### src/rtl/ukf_fx_pkg.sv
// Shared fixed-point definitions for the UKF accelerator datapath.
// Q2.30 signed format: 2 integer bits (including sign), 30 fractional bits.
package ukf_fx_pkg;

  localparam int DATA_W    = 32;
  localparam int INT_BITS  = 2;
  localparam int FRAC_BITS = 30;

  typedef logic signed [DATA_W-1:0]   fx_t;
  typedef logic signed [2*DATA_W-1:0] fx_wide_t;

  localparam fx_t FX_ONE = fx_t'(1 << FRAC_BITS);
  localparam fx_t FX_MAX = {1'b0, {(DATA_W-1){1'b1}}};
  localparam fx_t FX_MIN = {1'b1, {(DATA_W-1){1'b0}}};

  // A rescaled product fits in fx_t only when its top DATA_W+1 bits are all equal
  function automatic logic fx_ovf(input fx_wide_t s);
    return !((&s[2*DATA_W-1:DATA_W-1]) || !(|s[2*DATA_W-1:DATA_W-1]));
  endfunction

endpackage

### src/rtl/fx_mul_arbiter_if.sv
// Request/response bus between the UKF requesters and the shared multiplier.
// master = requester side, slave = arbiter/multiplier side.
interface fx_mul_arbiter_if
  import ukf_fx_pkg::*;
#(
  parameter int N_REQ = 4
) ();

  logic [N_REQ-1:0]        req_valid;
  logic [N_REQ-1:0]        req_ready;
  logic [N_REQ*DATA_W-1:0] req_a;
  logic [N_REQ*DATA_W-1:0] req_b;
  logic [N_REQ-1:0]        rsp_valid;
  logic [DATA_W-1:0]       rsp_p;
  logic                    rsp_ovf;
  logic                    busy;

  modport master (
    output req_valid, req_a, req_b,
    input  req_ready, rsp_valid, rsp_p, rsp_ovf, busy
  );

  modport slave (
    input  req_valid, req_a, req_b,
    output req_ready, rsp_valid, rsp_p, rsp_ovf, busy
  );

endinterface

### src/rtl/fx_mul_arbiter_rr.sv
// Round-robin arbiter with a registered priority pointer.
// The pointer moves one past the winner on every accepted grant, so the
// most recently served requester becomes the lowest priority.
module rr_arbiter #(
  parameter int N_REQ = 4
) (
  input  logic             clk,
  input  logic             rstn,
  input  logic [N_REQ-1:0] req,
  input  logic             advance,
  input  logic             flush,
  output logic [N_REQ-1:0] grant
);

  localparam int PTR_W = (N_REQ > 1) ? $clog2(N_REQ) : 1;

  logic [PTR_W-1:0] ptr;
  logic [PTR_W-1:0] grant_idx;
  logic [PTR_W-1:0] idx;
  logic             found;

  // Search from the pointer upward with wrap; flush suppresses every grant
  always_comb begin
    grant     = '0;
    grant_idx = '0;
    idx       = '0;
    found     = 1'b0;
    for (int k = 0; k < N_REQ; k++) begin
      idx = PTR_W'((k + int'(ptr)) % N_REQ);
      if (!found && req[idx]) begin
        grant[idx] = 1'b1;
        grant_idx  = idx;
        found      = 1'b1;
      end
    end
    if (flush) begin
      grant = '0;
    end
  end

  // Pointer steps past the winner only when a grant is actually taken
  always_ff @(posedge clk or negedge rstn) begin
    if (!rstn) begin
      ptr <= '0;
    end else if (advance && !flush && found) begin
      ptr <= (grant_idx == PTR_W'(N_REQ - 1)) ? '0 : grant_idx + 1'b1;
    end
  end

endmodule

### src/rtl/fx_mul_arbiter.sv
// Shared pipelined Q2.30 multiplier with round-robin request arbitration.
// Stage 0 registers the full-width product; optional middle stages are pure
// delay; the final register rescales, flags overflow and drives the response.
// Optional build macro: FX_MUL_ARBITER_SAT_EN clamps overflowed results to
// FX_MAX/FX_MIN instead of returning the wrapped low bits.
module fx_mul_arbiter
  import ukf_fx_pkg::*;
#(
  parameter int N_REQ   = 4,
  parameter int MUL_LAT = 2
) (
  input  logic             clk,
  input  logic             rstn,
  input  logic             flush,
  fx_mul_arbiter_if.slave  bus
);

  logic [N_REQ-1:0] grant;
  logic             accept;
  fx_t              sel_a;
  fx_t              sel_b;
  fx_wide_t         issue_prod;

  logic             last_valid;
  logic [N_REQ-1:0] last_tag;
  fx_wide_t         last_prod;
  logic             dly_busy;

  fx_wide_t         s_wide;
  logic             s_ovf;
  fx_t              s_res;

  logic [N_REQ-1:0] rsp_valid_q;
  fx_t              rsp_p_q;
  logic             rsp_ovf_q;

  rr_arbiter #(.N_REQ(N_REQ)) u_arb (
    .clk     (clk),
    .rstn    (rstn),
    .req     (bus.req_valid),
    .advance (accept),
    .flush   (flush),
    .grant   (grant)
  );

  assign bus.req_ready = grant;
  assign accept        = |(bus.req_valid & grant);

  // One-hot operand select for the granted requester
  always_comb begin
    sel_a = '0;
    sel_b = '0;
    for (int i = 0; i < N_REQ; i++) begin
      if (grant[i]) begin
        sel_a = fx_t'(bus.req_a[i*DATA_W +: DATA_W]);
        sel_b = fx_t'(bus.req_b[i*DATA_W +: DATA_W]);
      end
    end
  end

  assign issue_prod = fx_wide_t'(sel_a) * fx_wide_t'(sel_b);

  generate
    if (MUL_LAT == 1) begin : g_nodly
      assign last_valid = accept;
      assign last_tag   = grant;
      assign last_prod  = issue_prod;
      assign dly_busy   = 1'b0;
    end else begin : g_dly
      logic [MUL_LAT-2:0] dly_valid;
      logic [N_REQ-1:0]   dly_tag  [MUL_LAT-1];
      fx_wide_t           dly_prod [MUL_LAT-1];

      // Product capture in stage 0, then a flushable delay line
      always_ff @(posedge clk or negedge rstn) begin
        if (!rstn) begin
          dly_valid <= '0;
          for (int s = 0; s < MUL_LAT-1; s++) begin
            dly_tag[s]  <= '0;
            dly_prod[s] <= '0;
          end
        end else begin
          dly_valid[0] <= accept & ~flush;
          dly_tag[0]   <= grant;
          dly_prod[0]  <= issue_prod;
          for (int s = 1; s < MUL_LAT-1; s++) begin
            dly_valid[s] <= dly_valid[s-1] & ~flush;
            dly_tag[s]   <= dly_tag[s-1];
            dly_prod[s]  <= dly_prod[s-1];
          end
        end
      end

      assign last_valid = dly_valid[MUL_LAT-2];
      assign last_tag   = dly_tag[MUL_LAT-2];
      assign last_prod  = dly_prod[MUL_LAT-2];
      assign dly_busy   = |dly_valid;
    end
  endgenerate

  assign s_wide = last_prod >>> FRAC_BITS;
  assign s_ovf  = fx_ovf(s_wide);

`ifdef FX_MUL_ARBITER_SAT_EN
  assign s_res = s_ovf ? (s_wide[2*DATA_W-1] ? FX_MIN : FX_MAX) : fx_t'(s_wide[DATA_W-1:0]);
`else
  assign s_res = fx_t'(s_wide[DATA_W-1:0]);
`endif

  // Response register: single-cycle tag strobe, data holds between results
  always_ff @(posedge clk or negedge rstn) begin
    if (!rstn) begin
      rsp_valid_q <= '0;
      rsp_p_q     <= '0;
      rsp_ovf_q   <= 1'b0;
    end else begin
      rsp_valid_q <= (last_valid && !flush) ? last_tag : '0;
      if (last_valid && !flush) begin
        rsp_p_q   <= s_res;
        rsp_ovf_q <= s_ovf;
      end
    end
  end

  assign bus.rsp_valid = rsp_valid_q;
  assign bus.rsp_p     = rsp_p_q;
  assign bus.rsp_ovf   = rsp_ovf_q;
  assign bus.busy      = dly_busy | (|rsp_valid_q);

endmodule

### src/flat_wrapper.sv
// flat-port wrapper written by rule: the top's interface ports become plain ports
module fx_mul_arbiter_flat import ukf_fx_pkg::*;
#(
  parameter int N_REQ   = 4,
  parameter int MUL_LAT = 2
)
  (clk, rstn, flush, bus_req_valid, bus_req_a, bus_req_b, bus_req_ready, bus_rsp_valid, bus_rsp_p, bus_rsp_ovf, bus_busy);
  fx_mul_arbiter_if #(.N_REQ(N_REQ)) bus_i ();
  input  logic clk;
  input  logic rstn;
  input  logic flush;
  input wire logic [$bits(bus_i.req_valid)-1:0] bus_req_valid;
  input wire logic [$bits(bus_i.req_a)-1:0] bus_req_a;
  input wire logic [$bits(bus_i.req_b)-1:0] bus_req_b;
  output wire logic [$bits(bus_i.req_ready)-1:0] bus_req_ready;
  output wire logic [$bits(bus_i.rsp_valid)-1:0] bus_rsp_valid;
  output wire logic [$bits(bus_i.rsp_p)-1:0] bus_rsp_p;
  output wire logic [$bits(bus_i.rsp_ovf)-1:0] bus_rsp_ovf;
  output wire logic [$bits(bus_i.busy)-1:0] bus_busy;
  assign bus_i.req_valid = bus_req_valid;
  assign bus_i.req_a = bus_req_a;
  assign bus_i.req_b = bus_req_b;
  assign bus_req_ready = bus_i.req_ready;
  assign bus_rsp_valid = bus_i.rsp_valid;
  assign bus_rsp_p = bus_i.rsp_p;
  assign bus_rsp_ovf = bus_i.rsp_ovf;
  assign bus_busy = bus_i.busy;
  fx_mul_arbiter #(.N_REQ(N_REQ), .MUL_LAT(MUL_LAT)) u_core (.clk(clk), .rstn(rstn), .flush(flush), .bus(bus_i));
endmodule
### config.mk
export PLATFORM = sky130hd
export DESIGN_NAME = fx_mul_arbiter_flat
export DESIGN_NICKNAME = d
export VERILOG_FILES = /design/src/rtl/ukf_fx_pkg.sv /design/src/rtl/fx_mul_arbiter_if.sv /design/src/rtl/fx_mul_arbiter_rr.sv /design/src/rtl/fx_mul_arbiter.sv /design/src/flat_wrapper.sv
export SDC_FILE = /design/constraint.sdc
export NUM_CORES = 2
export LEC_CHECK = 0
export BUFFER_PORTS_ARGS = -buffer_cell sky130_fd_sc_hd__buf_2
export CORE_MARGIN = 8
export CORE_UTILIZATION = 30
export CTS_BUF_LIST = sky130_fd_sc_hd__clkbuf_4 sky130_fd_sc_hd__clkbuf_8
export DETAILED_ROUTE_END_ITERATION = 16
export MAX_ROUTING_LAYER = met4
export PLACE_DENSITY = 0.49
export SLEW_MARGIN = 20
export SYNTH_ARGS = -nofsm -noshare
export SYNTH_HDL_FRONTEND = slang
export SYNTH_SLANG_ARGS = --single-unit
### constraint.sdc
create_clock -name clk -period 14.43 [get_ports clk]
set_input_delay 0.7215 -clock clk [delete_from_list [all_inputs] [get_ports clk]]
set_output_delay 0.7215 -clock clk [all_outputs]
set_load 0.01 [all_outputs]
# Yosys cells after proc, flatten, opt, wreduce, memory -nomap -nowiden
# Index checks and enable logic that the tools add are counted.
[classes]
addsub = 4
multipliers = 1
magnitude_cmp = 8
eq_ne = 1
mux = 39
n_bitwise = 7
reduce_logical = 21
[ops]
columns = ["operator", "n"]
rows = [
  ["$mux W32", 8],
  ["$mul A32 B32 Y64", 1],
  ["$mux W4", 6],
  ["$lt A2 B3 Y1 const B", 4],
  ["$mux W1", 12],
  ["$or A4 B4 Y4", 3],
  ["$logic_and A1 B1 Y1", 10],
  ["$mux W2", 5],
  ["$bmux W1 S2", 4],
  ["$demux W1 S2", 4],
  ["$ge A2 B1 Y1 const B", 4],
  ["$reduce_or A4 Y1", 2],
  ["$logic_not A1 Y1", 6],
  ["$add A2 B2 Y2 const A", 2],
  ["$and A4 B4 Y4", 1],
  ["$reduce_and A3 Y1", 1],
  ["$reduce_or A3 Y1", 1],
  ["$add A1 B2 Y2 const A", 1],
  ["$add A2 B1 Y2 const B", 1],
  ["$eq A2 B2 Y1 const B", 1],
  ["$and A1 B1 Y1", 1],
  ["$logic_or A1 B1 Y1", 1],
  ["$not A1 Y1", 1],
  ["$or A1 B1 Y1", 1],
]
[totals]
reg_bits = 108
inputBits = 263
output_inout_bits = 42
elab_cells = 88

# Depth between registers and ports, before layout
[logic_depth]
depth_word = 18
ltp_mapped = 46
mapped_depth_nobuf = 39

# Cells and area by module
# Synthesis repeated with hierarchy kept, for this count alone.
[unflattened]
cells_unflattened = 4393
area_unflattened_um2 = 39579.2
[modules_own_cells]
columns = ["mod", "instances", "cells_each", "area_per_inst_um2", "seq_area_each_um2"]
rows = [
  ["fx_mul_arbiter", 1, 4328, 39007.4, 1901.8],
  ["rr_arbiter", 1, 65, 571.8, 50.0],
]

# Worst setup path after synthesis
# Ideal clock, no wire load.
[synth_path]
kind = "reg2reg"
startpoint = "register with a tool-made name"
endpoint = "register u_core.g_dly.dly_prod[59] in the netlist's numbering"
setup_ps = 137
t_arrival_ps = 10941
required_time_ps = 14293
slack_ps = 3351
path_stages_with_launch = 44
path_buffers = 6
period_less_slack_ps = 11079
path_cell_list = "dfrtp_1 > buf_6 > clkinv_1 > ha_1 > buf_2 > inv_1 > a2111oi_4 > nor2_2 > o32ai_4 > and2_1 > clkbuf_1 > clkbuf_1 > a221oi_1 > nor3_1 > a21o_1 > clkbuf_1 > clkbuf_1 > nand2_1 > [8 not listed] > inv_1 > fa_1 > inv_1 > fa_1 > inv_1 > ha_1 > a21oi_1 > o21ai_0 > a21o_1 > a21o_1 > a221o_1 > a21o_1 > a21oi_1 > o221ai_1 > o21ai_2 > or3b_1 > a2111oi_0 > nor3_1"
[synth_lines]
columns = ["item", "line", "rtl"]
rows = [
  ["end signal, assigned by index", "fx_mul_arbiter.sv:89", "dly_prod[s] <= dly_prod[s-1];"],
  ["end, declared", "fx_mul_arbiter.sv:72", "fx_wide_t dly_prod [MUL_LAT-1];"],
]

==> impl_metrics.toml <==
[placement]
gp_congestion = 0.9741
io_buffer_count = 304
place_worst_setup_slack_ps = 745.0
dp_hpwl_mm = 130.9

[synth]
netlist.top_cell.by_area = "fa_1"
ys_ff_latch = 78
synth_area_per_cell_um2 = 9.032
seq_area_frac_synth_pct = 4.879
synth_ff_type = "dfrtp_1"
syn_inst = 4429
yosysUniqueCellTypes = 83
synth_top_area_share_pct = 54.10
async_reset_ff_share_pct = 100.0
ys_top_cells_by_area = "fa_1, inv_1, ha_1, nor2_1, dfrtp_1"
synth_edf_count = 0
syn_nets = 5961
syn-cell-area_um2 = 40000
ys.warnings.count = 0

[timing]
fin_crit_sh_pct = 94.70
finalSetupViolations = 0
skew_ps = 20.79
maxSlewViolCount = 0
setup_ws_ps = 765.1
grt_setup_unrepaired = "false"
max_freq_mhz = 73.18
holdWs_ps = 217.9
worst_pin_slew_ps = 1154
post-route-min-period_ps = 13660
hold_viol = 0
setup-tns-final_ps = 0
slew_headroom_pct = 23.05

[critical_path]
r2r_slack_ps = 770
critPathMaxStageDelay_ps = 840
crit_fanout = 38
required_ps = 14670
rr_endpoint = "u_core.g_dly.dly_prod[59]"
cp-endpoint = "u_core.g_dly.dly_prod[59]"
crit_slowest_cell = "a21oi_1"
critPathArrivalTime_ps = 13900
start_kind = "flip-flop"
reg2reg_depth = 41
crit_type = "flip-flop to flip-flop"
worstSetupEndpointType = "flip-flop"

[routing]
drt-total-wl_mm = 156.3
via_count = 31790
vias_per_cell = 4.952
drt-pass1-iter-count = 5
drc = 0
wl_per_cell_um = 24.34
drtAntennaViolNets = 0
drtIter0Drc = 2220

[finish]
drive_gt1_share_pct = 12.51
mostFrequentLayoutCells = "fa_1, inv_1, nor2_1, nand2_1, buf_2"
nNetsFinal = 6173
fillers = 14020
layout_commonest_cell = "fa_1"
syn2layout_area_growth_pct = 11.17

[floorplanning]
dieArea_um2 = 145300
dieHeight_um = 381.2
io_pins = 305
fp.coreArea_um2 = 133000
num_rows = 134
start_util_pct = 30.09
die_w_um = 381.2

[cts]
clk_pin_slew_ps = 100
post_cts_buffers = 0
postCtsHoldBufs = 0
clock_path_buffers = 2
cts-root-buf = "clkbuf_8"
cts_made_buffers = 9
cts-resized-gates = 0
cts_tree = "done"
cts-htree-levels = 3
clkSinkCount = 78
clkLatencyLatePin_ps = 370

[grt]
grt_use_total_pct = 21.99
grt-ovfl-total = 0
grt_pass1_vias = 34750
grt_max_degree = 59
antenna_found_initial = 6
grt_pass1_wl_mm = 231.5

[outcome]
outcome = "completed"

[flow_run]
drv_cap = 0

[worst_hold_path]
holdCritPathClass = "input port to async pin"
cells by family after synthesis:
kind of cell | after synthesis | share of synthesized area (%)
AND/OR/NAND/NOR | 1347 | 13.84
adder cells (fa/ha/maj) | 1269 | 59.98
buffers and inverters | 1226 | 11.58
XOR/XNOR | 48 | 1.051
flip-flops | 78 | 4.879
multiplexers | 40 | 1.176
AO/OA/AOI/OAI | 421 | 7.500
state kept, by name, indices dropped and copies added (netlist names), named ones only:
signal,count
u_core.dly_busy,1
u_core.bus.rsp_valid,4
u_core.bus.rsp_ovf,1
u_core.g_dly.dly_prod,34
u_core.bus.rsp_p,32
u_core.g_dly.dly_tag,4
u_core.u_arb.ptr,1
cell type report:
cell class / count / area (um2) / share of cell area, %
antenna: 5 / 12.51 / 0.02813
clock buffer: 10 / 131.4 / 0.2954
clock inverter: 6 / 92.59 / 0.2082
inverter: 982 / 3686 / 8.288
multi-input combinational: 3125 / 33730 / 75.83
sequential: 78 / 1952 / 4.389
tap: 1768 / 2212 / 4.974
timing repair buffer: 445 / 2661 / 5.984
cells in the mapped netlist (all sizes together), types with 11 or more instances:
library cell	n
mux2	36
nand3	18
o21bai	11
inv	980
a21o	105
nor3	69
dfrtp	78
or2	14
a21oi	131
nand4	21
buf	30
nand2b	30
o21ai	34
and2	16
a221oi	66
clkbuf	214
ha	188
xnor2	38
fa	1081
nor2	621
nand2	519
worst max-delay path: cells and delay by family (launching register included):
kind | cells | cell delay [ps]
fa+ha+maj | 10 | 4920
compound gates | 14 | 4470
buf+inv | 11 | 1890
simple gates | 6 | 1510
flops | 1 | 720
worst min-delay path by stage:
stage / endpoint / slack [ps] / depth (start not counted)
after floorplan: async pin / 430 / 0
after global placement: u_core.bus.rsp_valid[0] / 430 / 1
after detailed placement: u_core.bus.rsp_valid[0] / 430 / 1
after CTS: u_core.bus.rsp_p[26] / 200 / 1
after global routing: u_core.bus.rsp_p[31] / 200 / 1
final: u_core.bus.rsp_p[27] / 220 / 1
metal layers:
layer  global-route usage, %  wire length (um)
met2                   35.13             73180
met1                   28.14             64820
met4                   6.270              5671
met3                   4.865             12590
met5                       -                 0
per-stage QoR:
step           instance area [um2]  util [%]  instances
6_report                     44470     33.45       6419
5_1_grt                      44470     33.45       6418
4_1_cts                      44450     33.43       6413
3_5_place_dp                 44220     33.26       6397
3_3_place_gp                 44190     33.24       6395
2_1_floorplan                40000         -       4429
Power is left out: the tool's default activity adds up to more than one toggle a clock period on the data nets, which glitch-free logic cannot reach.
